==> src/rtl/writeback_mem_stage_pkg.sv <==
// Shared definitions for the writeback/memory stage.
//  - funct3 encodings for loads and stores
//  - FSM state and access-size enums
//  - store lane helper: byte enables plus lane-replicated write data
package riscv_mem_pkg;

  localparam logic [2:0] F3_LB  = 3'd0;
  localparam logic [2:0] F3_LH  = 3'd1;
  localparam logic [2:0] F3_LW  = 3'd2;
  localparam logic [2:0] F3_LBU = 3'd4;
  localparam logic [2:0] F3_LHU = 3'd5;
  localparam logic [2:0] F3_SB  = 3'd0;
  localparam logic [2:0] F3_SH  = 3'd1;
  localparam logic [2:0] F3_SW  = 3'd2;

  typedef enum logic [1:0] {
    ST_IDLE = 2'd0,
    ST_REQ  = 2'd1,
    ST_WAIT = 2'd2
  } state_e;

  typedef enum logic [1:0] {
    SZ_B = 2'd0,
    SZ_H = 2'd1,
    SZ_W = 2'd2
  } size_e;

  typedef struct packed {
    logic [3:0]  be;
    logic [31:0] wdata;
  } store_lane_t;

  // Undefined encodings fall back to a word access.
  function automatic size_e mem_size(input logic is_store, input logic [2:0] f3);
    size_e sz;
    if (is_store) begin
      case (f3)
        F3_SB:   sz = SZ_B;
        F3_SH:   sz = SZ_H;
        default: sz = SZ_W;
      endcase
    end else begin
      case (f3)
        F3_LB, F3_LBU: sz = SZ_B;
        F3_LH, F3_LHU: sz = SZ_H;
        default:       sz = SZ_W;
      endcase
    end
    return sz;
  endfunction

  function automatic store_lane_t store_lane(input size_e sz, input logic [1:0] lane,
                                             input logic [31:0] data);
    store_lane_t sl;
    case (sz)
      SZ_B: begin
        sl.be    = 4'b0001 << lane;
        sl.wdata = {4{data[7:0]}};
      end
      SZ_H: begin
        sl.be    = 4'b0011 << lane;
        sl.wdata = {2{data[15:0]}};
      end
      default: begin
        sl.be    = 4'b1111;
        sl.wdata = data;
      end
    endcase
    return sl;
  endfunction

endpackage

==> src/rtl/writeback_mem_stage_if.sv <==
// Data-memory req/gnt/rvalid bus.
//  master (stage): drives dmem_req/we/addr/be/wdata, receives dmem_gnt/rdata/rvalid
//  slave  (memory): the mirror image
interface writeback_mem_stage_if;
  logic        dmem_req;
  logic        dmem_we;
  logic [31:0] dmem_addr;
  logic [3:0]  dmem_be;
  logic [31:0] dmem_wdata;
  logic        dmem_gnt;
  logic [31:0] dmem_rdata;
  logic        dmem_rvalid;

  modport master (
    output dmem_req, dmem_we, dmem_addr, dmem_be, dmem_wdata,
    input  dmem_gnt, dmem_rdata, dmem_rvalid
  );

  modport slave (
    input  dmem_req, dmem_we, dmem_addr, dmem_be, dmem_wdata,
    output dmem_gnt, dmem_rdata, dmem_rvalid
  );
endinterface

==> src/rtl/writeback_mem_stage_load_align.sv <==
// Combinational load data alignment and extension.
//  rdata  in  32  raw word from memory
//  lane   in  2   address bits [1:0]
//  funct3 in  3   load size/sign encoding (unknown codes pass the word through)
//  data   out 32  aligned, sign- or zero-extended result
module load_align
  import riscv_mem_pkg::*;
(
  input  logic [31:0] rdata,
  input  logic [1:0]  lane,
  input  logic [2:0]  funct3,
  output logic [31:0] data
);

  logic [31:0] shifted;
  logic [7:0]  byte_sel;
  logic [15:0] half_sel;

  assign shifted  = rdata >> {lane, 3'b000};
  assign byte_sel = shifted[7:0];
  assign half_sel = lane[1] ? rdata[31:16] : rdata[15:0];

  // Select the lane and extend according to the load type.
  always_comb begin
    case (funct3)
      F3_LB:   data = {{24{byte_sel[7]}}, byte_sel};
      F3_LBU:  data = {24'h000000, byte_sel};
      F3_LH:   data = {{16{half_sel[15]}}, half_sel};
      F3_LHU:  data = {16'h0000, half_sel};
      default: data = rdata;
    endcase
  end

endmodule

==> src/rtl/writeback_mem_stage.sv <==
// Stage 3 of the three-stage core: data-memory access and register writeback.
//  clk, reset          clock, asynchronous active-low reset
//  ex_*                execute->writeback pipeline register (held while stall_read=1)
//  dmem                data-memory bus (master side)
//  rf_we/waddr/wdata   register-file write port
//  stall_read          holds execute/fetch while a memory op is outstanding
//  misalign_err        pulse: misaligned access dropped
//  bus_err             pulse: access timed out and was dropped
// Outputs are combinational from the FSM state and the held ex_* inputs so that
// ALU writes and immediately granted stores complete in their own cycle.
module writeback_mem_stage
  import riscv_mem_pkg::*;
#(
  parameter int TIMEOUT = 16
) (
  input  logic                     clk,
  input  logic                     reset,
  input  logic                     ex_valid,
  input  logic [31:0]              ex_result,
  input  logic [31:0]              ex_addr,
  input  logic                     ex_alu_to_reg,
  input  logic                     ex_mem_to_reg,
  input  logic                     ex_mem_write,
  input  logic [4:0]               ex_dest_reg,
  input  logic [2:0]               ex_funct3,
  writeback_mem_stage_if.master    dmem,
  output logic                     rf_we,
  output logic [4:0]               rf_waddr,
  output logic [31:0]              rf_wdata,
  output logic                     stall_read,
  output logic                     misalign_err,
  output logic                     bus_err
);

  localparam int CNT_W = $clog2(TIMEOUT);

  state_e         state_r, state_nxt;
  logic [CNT_W-1:0] cnt_r;
  logic           is_mem;
  logic           misalign;
  logic           timeout_hit;
  size_e          size;
  store_lane_t    lane_st;
  logic [31:0]    load_data;

  assign is_mem      = ex_valid && (ex_mem_to_reg || ex_mem_write);
  assign size        = mem_size(ex_mem_write, ex_funct3);
  assign misalign    = ((size == SZ_H) && ex_addr[0]) ||
                       ((size == SZ_W) && (ex_addr[1:0] != 2'b00));
  assign timeout_hit = (cnt_r == CNT_W'(TIMEOUT - 1));
  assign lane_st     = store_lane(size, ex_addr[1:0], ex_result);

  load_align u_load_align (
    .rdata  (dmem.dmem_rdata),
    .lane   (ex_addr[1:0]),
    .funct3 (ex_funct3),
    .data   (load_data)
  );

  // Next state and all stage outputs; everything is held at zero during reset.
  always_comb begin
    state_nxt       = state_r;
    dmem.dmem_req   = 1'b0;
    dmem.dmem_we    = 1'b0;
    dmem.dmem_addr  = 32'h0000_0000;
    dmem.dmem_be    = 4'b0000;
    dmem.dmem_wdata = 32'h0000_0000;
    rf_we           = 1'b0;
    rf_waddr        = 5'd0;
    rf_wdata        = 32'h0000_0000;
    stall_read      = 1'b0;
    misalign_err    = 1'b0;
    bus_err         = 1'b0;
    if (!reset) begin
      state_nxt = ST_IDLE;
    end else begin
      case (state_r)
        ST_IDLE, ST_REQ: begin
          if (is_mem && misalign) begin
            misalign_err = 1'b1;
            state_nxt    = ST_IDLE;
          end else if (is_mem) begin
            dmem.dmem_req   = 1'b1;
            dmem.dmem_we    = ex_mem_write;
            dmem.dmem_addr  = {ex_addr[31:2], 2'b00};
            dmem.dmem_be    = ex_mem_write ? lane_st.be : 4'b1111;
            dmem.dmem_wdata = ex_mem_write ? lane_st.wdata : 32'h0000_0000;
            if (dmem.dmem_gnt) begin
              // Grant beats a same-cycle timeout.
              if (ex_mem_write) begin
                state_nxt = ST_IDLE;
              end else begin
                stall_read = 1'b1;
                state_nxt  = ST_WAIT;
              end
            end else if ((state_r == ST_REQ) && timeout_hit) begin
              bus_err   = 1'b1;
              state_nxt = ST_IDLE;
            end else begin
              stall_read = 1'b1;
              state_nxt  = ST_REQ;
            end
          end else if (ex_valid && (state_r == ST_IDLE)) begin
            rf_we     = ex_alu_to_reg && (ex_dest_reg != 5'd0);
            rf_waddr  = rf_we ? ex_dest_reg : 5'd0;
            rf_wdata  = rf_we ? ex_result : 32'h0000_0000;
            state_nxt = ST_IDLE;
          end else begin
            state_nxt = ST_IDLE;
          end
        end
        ST_WAIT: begin
          if (dmem.dmem_rvalid) begin
            rf_we     = (ex_dest_reg != 5'd0);
            rf_waddr  = rf_we ? ex_dest_reg : 5'd0;
            rf_wdata  = rf_we ? load_data : 32'h0000_0000;
            state_nxt = ST_IDLE;
          end else if (timeout_hit) begin
            bus_err   = 1'b1;
            state_nxt = ST_IDLE;
          end else begin
            stall_read = 1'b1;
            state_nxt  = ST_WAIT;
          end
        end
        default: begin
          state_nxt = ST_IDLE;
        end
      endcase
    end
  end

  // State register and timeout counter; the counter restarts on every entry to REQ/WAIT.
  always_ff @(posedge clk or negedge reset) begin
    if (!reset) begin
      state_r <= ST_IDLE;
      cnt_r   <= '0;
    end else begin
      state_r <= state_nxt;
      if (state_nxt == ST_IDLE) begin
        cnt_r <= '0;
      end else if (state_nxt != state_r) begin
        cnt_r <= '0;
      end else begin
        cnt_r <= cnt_r + CNT_W'(1);
      end
    end
  end

endmodule

==> src/flat_wrapper.sv <==
// flat-port wrapper written by rule: the top's interface ports become plain ports
module writeback_mem_stage_flat import riscv_mem_pkg::*;
#(
  parameter int TIMEOUT = 16
)
  (clk, reset, ex_valid, ex_result, ex_addr, ex_alu_to_reg, ex_mem_to_reg, ex_mem_write, ex_dest_reg, ex_funct3, rf_we, rf_waddr, rf_wdata, stall_read, misalign_err, bus_err, dmem_dmem_req, dmem_dmem_we, dmem_dmem_addr, dmem_dmem_be, dmem_dmem_wdata, dmem_dmem_gnt, dmem_dmem_rdata, dmem_dmem_rvalid);
  writeback_mem_stage_if dmem_i ();
  input  logic clk;
  input  logic reset;
  input  logic ex_valid;
  input  logic [31:0] ex_result;
  input  logic [31:0] ex_addr;
  input  logic ex_alu_to_reg;
  input  logic ex_mem_to_reg;
  input  logic ex_mem_write;
  input  logic [4:0] ex_dest_reg;
  input  logic [2:0] ex_funct3;
  output logic rf_we;
  output logic [4:0] rf_waddr;
  output logic [31:0] rf_wdata;
  output logic stall_read;
  output logic misalign_err;
  output logic bus_err;
  output wire logic [$bits(dmem_i.dmem_req)-1:0] dmem_dmem_req;
  output wire logic [$bits(dmem_i.dmem_we)-1:0] dmem_dmem_we;
  output wire logic [$bits(dmem_i.dmem_addr)-1:0] dmem_dmem_addr;
  output wire logic [$bits(dmem_i.dmem_be)-1:0] dmem_dmem_be;
  output wire logic [$bits(dmem_i.dmem_wdata)-1:0] dmem_dmem_wdata;
  input wire logic [$bits(dmem_i.dmem_gnt)-1:0] dmem_dmem_gnt;
  input wire logic [$bits(dmem_i.dmem_rdata)-1:0] dmem_dmem_rdata;
  input wire logic [$bits(dmem_i.dmem_rvalid)-1:0] dmem_dmem_rvalid;
  assign dmem_dmem_req = dmem_i.dmem_req;
  assign dmem_dmem_we = dmem_i.dmem_we;
  assign dmem_dmem_addr = dmem_i.dmem_addr;
  assign dmem_dmem_be = dmem_i.dmem_be;
  assign dmem_dmem_wdata = dmem_i.dmem_wdata;
  assign dmem_i.dmem_gnt = dmem_dmem_gnt;
  assign dmem_i.dmem_rdata = dmem_dmem_rdata;
  assign dmem_i.dmem_rvalid = dmem_dmem_rvalid;
  writeback_mem_stage #(.TIMEOUT(TIMEOUT)) u_core (.clk(clk), .reset(reset), .ex_valid(ex_valid), .ex_result(ex_result), .ex_addr(ex_addr), .ex_alu_to_reg(ex_alu_to_reg), .ex_mem_to_reg(ex_mem_to_reg), .ex_mem_write(ex_mem_write), .ex_dest_reg(ex_dest_reg), .ex_funct3(ex_funct3), .dmem(dmem_i), .rf_we(rf_we), .rf_waddr(rf_waddr), .rf_wdata(rf_wdata), .stall_read(stall_read), .misalign_err(misalign_err), .bus_err(bus_err));
endmodule
==> config.mk <==
export PLATFORM = sky130hd
export DESIGN_NAME = writeback_mem_stage_flat
export DESIGN_NICKNAME = d
export VERILOG_FILES = /design/src/rtl/writeback_mem_stage_pkg.sv /design/src/rtl/writeback_mem_stage_if.sv /design/src/rtl/writeback_mem_stage_load_align.sv /design/src/rtl/writeback_mem_stage.sv /design/src/flat_wrapper.sv
export SDC_FILE = /design/constraint.sdc
export NUM_CORES = 1
export LEC_CHECK = 0
export CORE_AREA = 2 2 86 88
export CTS_CLUSTER_SIZE = 25
export DETAILED_ROUTE_END_ITERATION = 10
export DIE_AREA = 0 0 88 90
export GPL_TIMING_DRIVEN = 0
export HOLD_SLACK_MARGIN = 0.06
export PLACE_DENSITY = 0.88
export SYNTH_ARGS = -nofsm -noshare
export SYNTH_HDL_FRONTEND = slang
export SYNTH_HIERARCHICAL = 1
export SYNTH_SLANG_ARGS = --single-unit
==> constraint.sdc <==
create_clock -name clk -period 2.7 [get_ports clk]
set_input_delay 0.27 -clock clk [delete_from_list [all_inputs] [get_ports clk]]
set_output_delay 0.27 -clock clk [all_outputs]
set_load 0.01 [all_outputs]
After elaboration in Yosys (flattened, before gate mapping)

Cells that the tools add are included.

Reductions and logical operators: 18
Muxes and demuxes: 81
Shift-type cells: 3
$add $sub $neg: 1
Eq/ne operators: 9

Operator list:

| cell                                                | count |
|---|---|
| 2-to-1 mux 32 bit                                   | 16 |
| case mux 32 bit (4 select lines)                    | 1 |
| case mux 36 bit (2 select lines)                    | 1 |
| case mux 32 bit (2 select lines)                    | 1 |
| 2-to-1 mux 5 bit                                    | 7 |
| 2-to-1 mux 1 bit                                    | 32 |
| >> shifter 32 x 5 -> 8 bit                          | 1 |
| 2-to-1 mux 4 bit                                    | 7 |
| 2-to-1 mux 16 bit                                   | 1 |
| 2-to-1 mux 2 bit                                    | 8 |
| case mux 2 bit (2 select lines)                     | 3 |
| case mux 5 bit (2 select lines)                     | 1 |
| logical AND 1 bit                                   | 7 |
| equality test 3 bit, second input constant          | 2 |
| zero test 2 bit                                     | 3 |
| case mux 1 bit (2 select lines)                     | 3 |
| OR reduction 2 bit                                  | 3 |
| nonzero test 5 bit                                  | 1 |
| adder 4 x 1 -> 4 bit, second input constant         | 1 |
| equality test 2 x 1 -> 1 bit, second input constant | 2 |
| equality test 2 bit, second input constant          | 2 |
| equality test 4 bit, second input constant          | 1 |
| << shifter 1 x 2 -> 4 bit, first input constant     | 1 |
| << shifter 2 x 2 -> 4 bit, first input constant     | 1 |
| other kinds (5)                                     | 6 |

Input port bits: 112
Bits in registers: 6
Logic and storage cells: 114
Output and inout bits: 111

Depth between registers and ports, before layout

Depth in word-level cells: 14
Depth in mapped cells: 8
Gate-level depth less buffers: 6

Hierarchy

The synthesis kept the hierarchy.

Modules (own cells, without submodules):

| module              | cells each | area each (sq um) | times used | seq. area each (sq um) |
|---|---|---|---|---|
| writeback_mem_stage | 266        | 1625.3            | 1          | 150.1 |
| load_align          | 109        | 628.1             | 1          | 0.0 |

Worst setup path before layout

OpenSTA, ideal clock, no wires.

Path type: input to output
From: input ex_addr[0]
To: output rf_wdata[20]
Arrival: 1.613 ns
Required time: 2.430 ns
Slack: 0.817 ns
Stages on the path: 7
Path buffers: 1
Path through: mux4_2 -> nor3b_4 -> o21bai_4 -> buf_6 -> nand2_1 -> a22oi_1 -> nor2_1

Elaborated cells between the ends (all ways): 12
Classes of those cells: 1 x shift; 6 x mux; 5 x reduce/logical

RTL lines:

| element                          | line                                 | text |
|---|---|---|
| start, declared                  | flat_wrapper.sv:12                   | `input logic [31:0] ex_addr;` |
| >> shifter 32 x 5 -> 8 bit       | writeback_mem_stage_load_align.sv:19 | `assign shifted = rdata >> {lane, 3'b000};` |
| case mux 32 bit (4 select lines) | writeback_mem_stage_load_align.sv:25 | `case (funct3)` |
| net u_core.load_data[20]         | writeback_mem_stage.sv:44            | `logic [31:0] load_data;` |
| 2-to-1 mux 32 bit                | writeback_mem_stage.sv:116           | `rf_wdata = rf_we ? load_data : 32'h0000_0000;` |
| 2-to-1 mux 32 bit                | writeback_mem_stage.sv:113           | `if (dmem.dmem_rvalid) begin` |
| case mux 32 bit (2 select lines) | writeback_mem_stage.sv:77            | `case (state_r)` |
| 2-to-1 mux 32 bit                | writeback_mem_stage.sv:74            | `if (!reset) begin` |
| end, declared                    | flat_wrapper.sv:20                   | `output logic [31:0] rf_wdata;` |

The timed path passes the listed nets, and every way through them passes these cells.

Worst setup path after layout

From: input dmem_dmem_rdata[15]
To: output rf_wdata[17]

Cells in the longest elaborated chain, start to end: 6
Elaborated cells between the ends (all ways): 7
Classes of those cells: 1 x shift; 6 x mux

RTL lines:

| element                                                                | line                                                                       | text |
|---|---|---|
| start, declared                                                        | flat_wrapper.sv:30                                                         | `input wire logic [$bits(dmem_i.dmem_rdata)-1:0] dmem_dmem_rdata;` |
| >> shifter 32 x 5 -> 8 bit / 2-to-1 mux 16 bit (equally long branches) | writeback_mem_stage_load_align.sv:19, writeback_mem_stage_load_align.sv:21 |  |
| case mux 32 bit (4 select lines) (*)                                   | writeback_mem_stage_load_align.sv:25                                       |  |
| net u_core.load_data[17]                                               | writeback_mem_stage.sv:44                                                  |  |
| 2-to-1 mux 32 bit (*)                                                  | writeback_mem_stage.sv:116                                                 |  |
| 2-to-1 mux 32 bit (*)                                                  | writeback_mem_stage.sv:113                                                 |  |
| case mux 32 bit (2 select lines) (*)                                   | writeback_mem_stage.sv:77                                                  |  |
| 2-to-1 mux 32 bit (*)                                                  | writeback_mem_stage.sv:74                                                  |  |

Mark *: on every way through the listed nets, which the timed path passes. The rest lies on a longest branch.

==> summary.txt <==
STA
  • Final Hold Viols: 0
  • Final-report max-slew violation count: 0
  • Worst slew margin: 59.83%
  • RSZ-0062 raised after global routing: yes
  • Worst slew pin tran: 602.5 ps
  • Fin worst setup slack: 35.06 ps
  • Tmin final: 2665 ps
  • Final setup vio count: 0
  • Hold slack: 474.7 ps
  • Post-Route Setup TNS: 0 ps
  • Layout Skew: between 4 and 5 ps
  • Tcrit/Tclk final: 98.70%
  • Max Freq: 0.3752 GHz

Synthesis
  • Synth Warn #: 6
  • Leading post-synthesis cells by cell area: a22oi_1, nor2_1, and2_1, nand2_1, mux2_2
  • Avg Inst Size Synth: between 6 and 7 sq um
  • Area fraction of the dominant cell type after synthesis: between 10% and 20%
  • Post-synthesis sequential area ratio: 6.663%
  • Syn Std Cell Area: 2253 sq um
  • Library cells used by synthesis: roughly 50
  • Number of flops mapped to enable cells by yosys: 0
  • Leading area contributor after synthesis: a22oi_1
  • Register bit total from synthesis: 6
  • Cell count after synthesis: 375
  • Async SR Flop Fraction: 100.0%
  • Primary FF master, synth: dfrtp_1

Layout
  • Share of cells above drive strength 1: between 10% and 20%
  • ANT cells: 0
  • Most frequent cells in the layout: clkdlybuf4s50_1, nor2_1, nand2_1, and2_1, a22oi_1
  • Layout Area Growth over Synthesis: 110.2%
  • Final net count: 721
  • # fillers: 651
  • Cell area after layout: between 4000 and 5000 sq um
  • Post-layout util: 67.46%
  • Finished Layout Cells: 705
  • Commonest non-fill, non-tap cell in the layout: clkdlybuf4s50_1

Drt
  • DRC Markers: 0
  • 1st-pass router iterations: 6
  • Post-DR vias/cell: about 5.4
  • Wirelength, routed: 13090 microns
  • Total number of vias: approximately 3800
  • ANT nets after route: 0
  • DRT iter0 DRCs: 244
  • WL/cell: around 19 microns

Global routing
  • Gr usage total: between 30% and 40%
  • Largest net degree at the start of global routing: 12
  • Vias in the first global route: 3790
  • Global route overflow: 0
  • Global-route wire length before repair: 18860 microns
  • Initial antenna violation count: 0

Setup path
  • Worst path required time: 2430 ps
  • Crit path kind: primary input to primary output
  • Max FO, Critical Path: 5
  • Crit end category: primary output
  • Startpoint Class: primary input
  • Worst Path Arrival: 2390 ps

Clocking
  • Clk buf depth: 2
  • Clock Latency Late Sink: 220 ps
  • CTS clock-pin slew for the worst setup and hold paths: 40 ps
  • TritonCTS clock tree: built
  • CTS H-tree depth: 1
  • Clock root buffer: clkbuf_8
  • Clk sinks: 6
  • Num CTS Buffers: 3

Pwr
  • P_int: 0.4842 mW
  • Net Switching: 0.2956 mW
  • Peak VDD IR: roughly 0.088 mV
  • Switching portion of total power: 37.91%
  • Static leakage power: a little over 2 nW
  • PwrDens: 164.7 nW/um^2
  • Reg power frac: between 10% and 20%
  • Post-layout power: slightly below 0.8 mW
  • Clk pwr share: approximately 17%
  • Combinational Power Share: between 70% and 80%

Run status
  • Outcome: complete, no violations

Die
  • Io pins: between 200 and 250
  • Full die area: 7920 sq um
  • Core Area: 7020 sq um
  • Die W: 88 microns
  • Die Y: 90 microns
  • Row count: 31
  • Initial cell density of the core: 32.10%

Min path
  • Worst hold path type: register to register

Job
  • Max-cap violations: 0

Placed design
  • Area after DPL: between 4000 and 5000 sq um
  • Port Buffers: about 220
  • Final GP Congestion: about 0.94
  • Pre-CTS setup slack: -535.9 ps
  • Placed Cells incl. Taps: 694
  • HPWL Detailed: 10660 microns
final timing paths:
| check | startpoint | to | slack (ps) | depth (start not counted) |
|---|---|---|---|---|
| worst min register to register | u_core/cnt_r[0] | u_core/cnt_r[0] | 470 | 1 |
| min in group asynchronous | reset | u_core/cnt_r[1] | 650 | 2 |
| max in group asynchronous | reset | u_core/cnt_r[2] | 1830 | 2 |
| worst max-delay path | dmem_dmem_rdata[15] | rf_wdata[17] | 40 | 9 |
| worst max register to register | u_core/state_r[1] | u_core/cnt_r[3] | 1080 | 6 |
| worst min-delay path | u_core/cnt_r[0] | u_core/cnt_r[0] | 470 | 1 |
critical path, cell delays in order:
cell and delay, ps:
clkdlybuf4s50_1 460, mux4_2 520, nor3b_4 190, o21bai_4 250, buf_12 140, nand2_1 50
a22oi_1 160, nor2_1 60, dlygate4sd2_1 300
synth_stat cells (5+ instances only):
master    instances
o21ai_0          18
mux2_2           14
a22oi_1          41
nand2_1          65
nor2b_1           5
clkbuf_1         15
and2_1           39
a21oi_1          18
dfrtp_1           6
nor3_1            6
buf_2             9
nor2_1           77
area by class of cell:
cell class                 instances  area (sq um)  share of cell area (%)
tap                               99         123.9                   2.616
multi-input combinational        334          1976                   41.72
sequential                         6         150.1                   3.170
buffer                            30         180.2                   3.804
timing repair buffer             228          2243                   47.37
clock buffer                       3         41.29                  0.8719
inverter                           5         21.27                  0.4491
logic make-up after synthesis:
logic type	count (synthesis)	share of synthesized area [%]
AO/OA/AOI/OAI	93	28.37
XOR/XNOR	2	0.7775
adder cells (fa/ha/maj)	1	0.5552
buffers and inverters	36	7.995
flip-flops	6	6.663
multiplexers	19	9.772
other	1	0.1664
AND/OR/NAND/NOR	217	45.70
power groups by stage:
| stage | clock, mW | combinational, mW | sequential (mW) |
|---|---|---|---|
| after floorplan | 0 | 0.209 | 0.0929 |
| after global placement | 0 | 0.518 | 0.0931 |
| after detailed placement | 0 | 0.523 | 0.0933 |
| after CTS | 0.138 | 0.536 | 0.0922 |
| after global routing | 0.147 | 0.588 | 0.0924 |
| final | 0.134 | 0.553 | 0.0924 |
flip-flops by register name, summed over array words and instances (netlist names):
signal          count
u_core/state_r      2
u_core/cnt_r        4
layer usage:
layer  vias up  GRT usage (%)  share of wire, %
met4         0          17.05               5.4
li1       1756              -                 -
met3        55          6.428               8.9
met1      1727          29.63                33
met2       251          57.89                52
met5         -              0                 0
what timing repair did:
item | CTS | global route
setup buffers | 3 | 4
pin swaps | 3 | 2
cloned | 0 | 1
setup endpoints to repair | 96 | 49
hold buffers | 1 | 0
resized for setup | 47 | 43
hold endpoints to repair | 6 | 0
(Power assumes the default switching activity.)
